$ cat config.mk
export PLATFORM = sky130hd
export DESIGN_NAME = bsg_tick_watchdog
export DESIGN_NICKNAME = d
export VERILOG_FILES = /design/src/rtl/bsg_tick_watchdog.sv
export SDC_FILE = /design/constraint.sdc
export NUM_CORES = 1
export LEC_CHECK = 0
export CAP_MARGIN = 5
export CORE_MARGIN = 2
export CORE_UTILIZATION = 41
export CTS_CLUSTER_SIZE = 10
export DETAILED_ROUTE_END_ITERATION = 10
export PLACE_DENSITY = 0.72
export SYNTH_ARGS = -nofsm -noshare
export SYNTH_HDL_FRONTEND = slang
export SYNTH_SLANG_ARGS = --single-unit
$ cat constraint.sdc
create_clock -name clk_i -period 1.9 [get_ports clk_i]
set_input_delay 0.57 -clock clk_i [delete_from_list [all_inputs] [get_ports clk_i]]
set_output_delay 0.57 -clock clk_i [all_outputs]
set_load 0.03 [all_outputs]
$ cat src/rtl/bsg_tick_watchdog.sv
// bsg_tick_watchdog: tick-driven watchdog with a valid/ready expiry event
// and a saturating count of acknowledged expiries.
module bsg_tick_watchdog #(
    parameter int ticks_p        = 8,
    parameter int expire_width_p = 8,
    localparam int tick_width_lp = $clog2(ticks_p + 1)
) (
    input  logic                      clk_i,
    input  logic                      reset_i,
    input  logic                      tick_i,
    input  logic                      arm_i,
    input  logic                      kick_i,
    input  logic                      disarm_i,
    output logic                      v_o,
    input  logic                      ready_i,
    output logic                      armed_o,
    output logic [tick_width_lp-1:0]  tick_count_o,
    output logic [expire_width_p-1:0] expire_count_o
);

    typedef enum logic [1:0] {
        IDLE    = 2'd0,
        ARMED   = 2'd1,
        EXPIRED = 2'd2
    } state_e;

    // Tick count value whose next tick causes expiry, and the value held while expired.
    localparam logic [tick_width_lp-1:0] last_tick_lp = tick_width_lp'(ticks_p - 1);
    localparam logic [tick_width_lp-1:0] full_tick_lp = tick_width_lp'(ticks_p);

    state_e                      state_q, state_d;
    logic [tick_width_lp-1:0]    tick_cnt_q, tick_cnt_d;
    logic [expire_width_p-1:0]   exp_cnt_q, exp_cnt_d;
    logic                        v_q, v_d;
    logic                        armed_q, armed_d;

    // Next-state, counter and registered-output computation.
    always_comb begin
        state_d    = state_q;
        tick_cnt_d = tick_cnt_q;
        exp_cnt_d  = exp_cnt_q;

        unique case (state_q)
            IDLE: begin
                tick_cnt_d = '0;
                // disarm wins over a simultaneous arm
                if (arm_i && !disarm_i) begin
                    state_d = ARMED;
                end
            end
            ARMED: begin
                if (disarm_i) begin
                    state_d    = IDLE;
                    tick_cnt_d = '0;
                end else if (arm_i || kick_i) begin
                    // a tick arriving with a kick/re-arm is discarded
                    tick_cnt_d = '0;
                end else if (tick_i) begin
                    if (tick_cnt_q == last_tick_lp) begin
                        state_d    = EXPIRED;
                        tick_cnt_d = full_tick_lp;
                    end else begin
                        tick_cnt_d = tick_cnt_q + 1'b1;
                    end
                end
            end
            EXPIRED: begin
                // v_o is high in this state, so ready_i alone completes the handshake
                if (ready_i) begin
                    if (exp_cnt_q != '1) begin
                        exp_cnt_d = exp_cnt_q + 1'b1;
                    end
                    state_d    = disarm_i ? IDLE : ARMED;
                    tick_cnt_d = '0;
                end else if (disarm_i) begin
                    // event dropped without being counted
                    state_d    = IDLE;
                    tick_cnt_d = '0;
                end
            end
            default: begin
                state_d    = IDLE;
                tick_cnt_d = '0;
            end
        endcase

        // Outputs are registered from the next state so they track the state exactly.
        v_d     = (state_d == EXPIRED);
        armed_d = (state_d != IDLE);
    end

    // State and output registers with synchronous reset.
    always_ff @(posedge clk_i) begin
        if (reset_i) begin
            state_q    <= IDLE;
            tick_cnt_q <= '0;
            exp_cnt_q  <= '0;
            v_q        <= 1'b0;
            armed_q    <= 1'b0;
        end else begin
            state_q    <= state_d;
            tick_cnt_q <= tick_cnt_d;
            exp_cnt_q  <= exp_cnt_d;
            v_q        <= v_d;
            armed_q    <= armed_d;
        end
    end

    assign v_o            = v_q;
    assign armed_o        = armed_q;
    assign tick_count_o   = tick_cnt_q;
    assign expire_count_o = exp_cnt_q;

endmodule

---- Yosys cells after proc, flatten, opt, wreduce, memory -nomap -nowiden ----
Cells that the tools add are included.
operators by class
  add/subtract/negate cells ............... 2
  equal/unequal tests ..................... 7
  muxes and demuxes ....................... 16
  reductions and logical operators ........ 7
operators with widths
  cell                                                                   number
  4-bit 2-to-1 mux                                                       6
  2-bit 2-to-1 mux                                                       7
  8-bit by 1-bit adder with 8-bit output, second input constant          1
  8-bit inequality test, second input constant                           1
  4-bit one-hot mux with 2 select lines                                  1
  2-bit one-hot mux with 3 select lines                                  1
  4-bit by 1-bit adder with 4-bit output, second input constant          1
  2-bit equality test, second input constant                             2
  4-bit by 3-bit equality test with 1-bit output, second input constant  1
  4-bit inequality test, second input constant                           1
  3-bit inequality test, second input constant                           1
  3-bit AND reduction                                                    1
  2-bit by 1-bit equality test with 1-bit output, second input constant  1
  2-bit logical NOT                                                      1
  2-bit AND reduction                                                    1
  2-bit nonzero test                                                     1
  1-bit logical AND                                                      1
  1-bit logical NOT                                                      1
  1-bit logical OR                                                       1
  1-bit 2-to-1 mux                                                       1
storage, ports and cells
  bits in registers ....................... 16
  input port bits ......................... 7
  output and inout port bits .............. 14
  word-level logic and storage cells ...... 37

---- Longest topological paths before layout ----
Gate-level depths: netlist of the first run.
  depth in word-level cells ............... 7
  gate-level depth with buffers ........... 5
  mapped depth without buffers ............ 5

---- Least setup slack after synthesis of the first run ----
Ideal clock, no wire load.
  path kind ............................... input to register
  from .................................... input kick_i
  to ...................................... register state_q[1]
  setup time .............................. 0.078 ns
  data arrival time ....................... 1.774 ns
  required time ........................... 1.822 ns
  path slack .............................. 0.048 ns
  stages .................................. 4
  buffers on the path ..................... 0
  path through ............................ or3b_4 or4b_4 o22a_1 nor3_1
between the ends
  cells in the longest elaborated chain, start to end .. 4
ends and longest elaborated chain
  what                                   RTL line  text
  start, declared                        12        input logic kick_i,
  1-bit logical OR                       55        end else if (arm_i || kick_i) begin
  2-bit 2-to-1 mux                       55
  2-bit 2-to-1 mux                       52        if (disarm_i) begin
  2-bit one-hot mux with 3 select lines  43        unique case (state_q)
  end signal, assigned                   101       state_q <= state_d;
  end, declared                          31        state_e state_q, state_d;
No other way between the ends.
A chain may end at the register's enable or synchronous reset.

---- Worst setup path in the final report of the first run ----
  from .................................... register tick_cnt_q[2], in the netlist tick_count_o[2]
  to ...................................... output tick_count_o[2]
RTL lines
  what                    RTL line  text
  start, declared         32        logic [tick_width_lp-1:0] tick_cnt_q, tick_cnt_d;
  start signal, assigned  102       tick_cnt_q <= tick_cnt_d;
  end, declared           17        output logic [tick_width_lp-1:0] tick_count_o,
No word-level cell between the ends.

==> summary.txt, run 1 <==
Floorplan
  – Row cnt: 15
  – Die area: 2250 um^2
  – Core area: 1750 um^2
  – Die Y: 47.5 um
  – Die W: 47.5 um
  – # IOs: 21
  – Initial Util: 0.444

Synthesis
  – Syn Std Cell Area: 774 um^2
  – Top-area cell type share of the netlist area: 0.414
  – Count of cell types in the netlist: 31
  – Yosys top cell by area: dfxtp_1
  – Seq/Total Area, Yosys: 0.414
  – Post-synth EDFFs: 0
  – Mapped Cells: 92
  – Share of flip-flops with an asynchronous set or reset: 0
  – Top FF cell, synth: dfxtp_1
  – Syn avg cell area: 8.42 um^2
  – Syn Nets: 101
  – Flops & latches, synth: 16
  – Area contributors post-synth: dfxtp_1, nor3_1, nor2_1
  – YS warnings: 0

Timing
  – Fin. max-slew vios: 0
  – Fin crit share: 0.975
  – Final setup viols: 0
  – Maximum clock frequency: 0.540 GHz
  – Final worst path period need: 1.85 ns
  – RSZ-0062 raised after global routing: no
  – Worst slew pin tran: 0.395 ns
  – Clock Skews: 0.0120 ns
  – Rel. slew slack: 0.730
  – Final hold vios: 0

Final layout
  – Antenna diode count: 0
  – Filler instances: 172
  – # nets final: 137
  – Area delta synth->final: 44.8%
  – Finished Layout Cells: 151
  – Layout cells sized above 1: 0.159
  – Finished Cell Area: 1120 um^2

Power and ir drop
  – P_leak: 0.492 nW
  – Worst VDD drop: 474 uV
  – PD cells: 496 nW/um^2

Route
  – # DRC: 0
  – DRT Pass-1 Iters: 4
  – Via count: 829
  – Final ANT Viol Nets: 0
  – Total wire length: 1.89 mm
  – Wire per inst: 12.5 um
  – Via density: 5.49
  – Initial DRC count: 19

Global routing
  – Routing usage on met1: 0.261
  – Met2 usage: 0.303
  – First-pass GRT wire length: 3.16 mm
  – M3 GR Usage: 0.0679
  – Initial antenna violation count: 0
  – All-Layer GR Usage: 0.204
  – Vias in the first global route: 746
  – Most Crowded Layer GR: met2
  – Pin count of the biggest net entering global routing: 13
  – Gr ovfl total: 0

Setup path
  – CP endpoint kind: output pin
  – Worst EP arrival: 1.28 ns
  – Worst path bufs/invs: 1
  – Family with the most delay on the worst path: buffers and inverters
  – Crit path launch type: flip-flop
  – Crit path max fanout: 2
  – CP Cell Sequence: clkdlybuf4s50_1
  – Slowest-stage cell, CP: clkdlybuf4s50_1
  – Setup CP Type: reg -> out
  – Max stage delay on crit path: 0.67 ns
  – Required @ worst endpoint: 1.33 ns

CTS
  – Setup repair bufs after CTS: 0
  – Clock Latency Late Sink: 0.28 ns
  – CTS Root Buffer Type: clkbuf_4
  – CTS tree: done
  – CTS buffer count: 3
  – Clock sink total: 16
  – H-tree Lvls: 1
  – Clk slew on worst S/H paths: 0.08 ns
  – Clk buf depth: 2

Place
  – Placed Instance Area: 1100 um^2
  – Final RePlAce weighted congestion: 0.857
  – IO buf count: 20
  – HPWL Detailed: 1.40 mm
  – Placed Cells: 148

Run
  – Max-cap violation count: 0

Outcome
  – Status: finished clean

Worst hold path
  – Worst Hold Class: reg -> reg
timing repair:
| action | in CTS | in global routing |
|---|---|---|
| resized for setup | 12 | 3 |
| pin swaps | 4 | 0 |
| gates cloned | 0 | 0 |
| setup endpoints to repair | 12 | 3 |
| hold buffers | 0 | 0 |
placed cells by master (no fill, tap or decap), types with 2 or more instances in the layout:
cell type        count
a211oi_1             2
a21oi_1              7
a31oi_1              2
a32oi_1              2
and4_1               2
buf_4               14
clkbuf_4             3
clkdlybuf4s50_1      6
dfxtp_1             16
dlygate4sd2_1       11
dlymetal6s2s_1       3
ha_1                 2
inv_1                2
nand2_1              8
nand3_1              5
nand4_1              2
nor2_1              10
nor3_1               8
nor4b_1              2
o21ai_0              2
o21bai_1             2
worst paths after layout:
check | from | end | slack (ns) | depth (start not counted)
worst min register to register | expire_count_o[1] | expire_count_o[1] | 0.50 | 2
worst max-delay path | tick_count_o[2] | tick_count_o[2] | 0.05 | 1
worst max register to register | tick_count_o[0] | state_q[1] | 0.20 | 5
worst min-delay path | expire_count_o[1] | expire_count_o[1] | 0.50 | 2
synth_stat cells (2+ instances only):
library cell / n
o21bai_1: 2
nor2_1: 10
nand3_1: 5
clkbuf_1: 3
ha_1: 2
nor4b_1: 2
a211oi_1: 2
a21oi_1: 7
nand4_1: 2
a31oi_1: 2
a32oi_1: 2
and4_1: 2
o21ai_0: 2
dfxtp_1: 16
inv_1: 2
nor3_1: 9
nand2_1: 8
report_power, final:
part | internal [mW] | switching (mW) | leakage, nW | total [mW]
combinational | 0.0243 | 0.0205 | 0.349 | 0.0448
sequential | 0.337 | 0.000841 | 0.129 | 0.338
clock | 0.0735 | 0.0995 | 0.0138 | 0.173
sequential cells by signal, indices dropped and copies added (netlist names):
register,cells
expire_count_o,8
state_q,2
v_o,1
armed_o,1
tick_count_o,4
metrics by stage:
stage	worst slack (ns)	utilization	TNS (ns)	hold WS (ns)	total power, mW
2_1_floorplan	0.0481	-	0	0.533	0.361
3_3_place_gp	-0.375	0.630	-1.61	0.487	0.391
3_5_place_dp	-0.435	0.630	-1.95	0.492	0.392
4_1_cts	0.00270	0.638	0	0.504	0.563
5_1_grt	0.00155	0.642	0	0.539	0.580
6_report	0.0467	0.642	0	0.501	0.556
cell type report:
cell class                 instances  area, um^2  share of cell area
clock buffer                       3        22.5              0.0201
inverter                           2        7.51             0.00670
multi-input combinational         71         440               0.393
sequential                        16         320               0.286
tap                               25        31.3              0.0279
timing repair buffer              34         299               0.267
metal layers:
layer	up-vias	share of wire	wire, um
met5	-	0	0
met4	0	0.025	48
met3	6	0.039	74
met2	22	0.46	874
met1	384	0.47	894
li1	417	-	-
kinds of logic (layout without fill, tap and decap cells):
kind of cell	after synthesis	count (layout)	share of synthesized area
AND/OR/NAND/NOR	44	44	0.309
AO/OA/AOI/OAI	22	22	0.186
flip-flops	16	16	0.414
buffers and inverters	5	39	0.0242
adder cells (fa/ha/maj)	2	2	0.0323
XOR/XNOR	2	2	0.0226
multiplexers	1	1	0.0129
No activity file was read; power rests on OpenSTA's default activity.
==> inputs of run 2 (changes only) <==
RECOVER_POWER = 25   (was default)
==> summary.txt, run 2 (same netlist as run 1, synthesis figures left out) <==
CTS
  – CTS tree: done
  – Clock Latency Late Sink: 0.28 ns
  – Setup repair bufs after CTS: 0
  – Clk slew on worst S/H paths: 0.08 ns
  – H-tree Lvls: 1
  – CTS buffer count: 3
  – Post-CTS Hold Fix Bufs: 0
  – Clock sink total: 16
  – CTS Root Buffer Type: clkbuf_4
  – Clk buf depth: 2

Place
  – Post-Place Worst Slack: -0.435 ns
  – Final RePlAce weighted congestion: 0.857
  – IO buf count: 20
  – HPWL Detailed: 1.40 mm
  – Placed Instance Area: 1100 um^2
  – Placed Cells: 148

Route
  – # DRC: 0
  – Via density: 5.52
  – Wire per inst: 12.4 um
  – Initial DRC count: 15
  – Final ANT Viol Nets: 0
  – Via count: 834
  – Total wire length: 1.87 mm
  – DRT Pass-1 Iters: 4

Outcome
  – Status: finished clean

Floorplan
  – # IOs: 21
  – Core area: 1750 um^2
  – Initial Util: 0.444
  – Die area: 2250 um^2
  – Die W: 47.5 um
  – Die Y: 47.5 um
  – Row cnt: 15

Final layout
  – # nets final: 137
  – Area delta synth->final: 40.9%
  – Finished Cell Area: 1090 um^2
  – Commonest cells after routing, fill and taps aside: dfxtp_1, buf_4, dlygate4sd2_1
  – Finished Layout Cells: 151
  – Commonest non-fill, non-tap cell in the layout: dfxtp_1
  – Layout cells sized above 1: 0.151
  – Antenna diode count: 0
  – Largest register FFs: 8
  – Filler instances: 181

Power and ir drop
  – Final Power: 0.552 mW
  – P_leak: 0.429 nW
  – Worst VDD drop: 474 uV
  – PD cells: 506 nW/um^2

Timing
  – Worst setup margin: 0.0467 ns
  – Hold_ws: 0.501 ns
  – Clock Skews: 0.0116 ns
  – Fin. max-slew vios: 0
  – Final hold vios: 0
  – Fin crit share: 0.975
  – Worst slew pin tran: 0.388 ns
  – Rel. slew slack: 0.735
  – Maximum clock frequency: 0.540 GHz
  – RSZ-0062 raised after global routing: no
  – Final setup viols: 0
  – Final worst path period need: 1.85 ns

Run
  – Max-cap violation count: 0

Global routing
  – Pin count of the biggest net entering global routing: 13
  – All-Layer GR Usage: 0.204
  – Initial antenna violation count: 0
  – Vias in the first global route: 746
  – Gr ovfl total: 0
  – First-pass GRT wire length: 3.16 mm

Setup path
  – CP Cell Sequence: clkdlybuf4s50_1
  – Crit path max fanout: 2
  – Required @ worst endpoint: 1.33 ns
  – R2R Setup Slk: 0.20 ns
  – Setup CP Type: reg -> out
  – Worst path bufs/invs: 1
  – CP endpoint kind: output pin
  – Family with the most delay on the worst path: buffers and inverters
  – Crit path launch type: flip-flop
  – Slowest-stage cell, CP: clkdlybuf4s50_1
  – Worst EP arrival: 1.28 ns
  – Max stage delay on crit path: 0.67 ns

Worst hold path
  – Worst Hold Class: reg -> reg
-- run 2: cell types whose count changed in the layout (fill, tap and decap cells not counted) --
cell	change
dlygate4sd3_1	+2
buf_4	-1
buf_1	+1
clkbuf_1	+3
clkdlybuf4s50_1	-2
dlymetal6s2s_1	-3
-- run 2: per-stage QoR --
step            util  TNS (ns)
3_5_place_dp   0.630     -1.95
6_report       0.625         0
3_3_place_gp   0.630     -1.61
4_1_cts        0.638         0
2_1_floorplan      -         0
5_1_grt        0.625         0
-- run 2: power breakdown --
| part | internal [mW] | switching (mW) | leakage, nW |
|---|---|---|---|
| Sequential | 0.337 | 0.000868 | 0.129 |
| Clock | 0.0735 | 0.0992 | 0.0138 |
| Combinational | 0.0216 | 0.0202 | 0.286 |
| Total | 0.432 | 0.120 | 0.429 |
-- run 2: cell type report --
cell class / count / area (um^2) / area share
clock buffer: 3 / 22.5 / 0.0206
inverter: 2 / 7.51 / 0.00688
multi-input combinational: 71 / 440 / 0.404
sequential: 16 / 320 / 0.294
tap: 25 / 31.3 / 0.0287
timing repair buffer: 34 / 269 / 0.247
-- run 2: path summary, 6_finish.rpt --
kind,cells past startpoint,from,end
worst max-delay path,1,tick_count_o[2],tick_count_o[2]
worst min-delay path,2,expire_count_o[1],expire_count_o[1]
worst max register to register,5,tick_count_o[0],state_q[1]
worst min register to register,2,expire_count_o[1],expire_count_o[1]
-- run 2: timing repair --
| item | 4_1_cts | 5_1_grt |
|---|---|---|
| cloned | 0 | 0 |
| pin swaps | 4 | 0 |
| setup endpoints to repair | 12 | 3 |
| resized for setup | 12 | 3 |
-- run 2: routing by layer --
metal | part of all wire | GRT usage | vias to the layer above
met4 | 0.026 | 0.111 | 0
met2 | 0.46 | 0.303 | 19
met3 | 0.040 | 0.0679 | 6
met5 | 0 | 0 | -
li1 | - | - | 417
met1 | 0.47 | 0.261 | 392
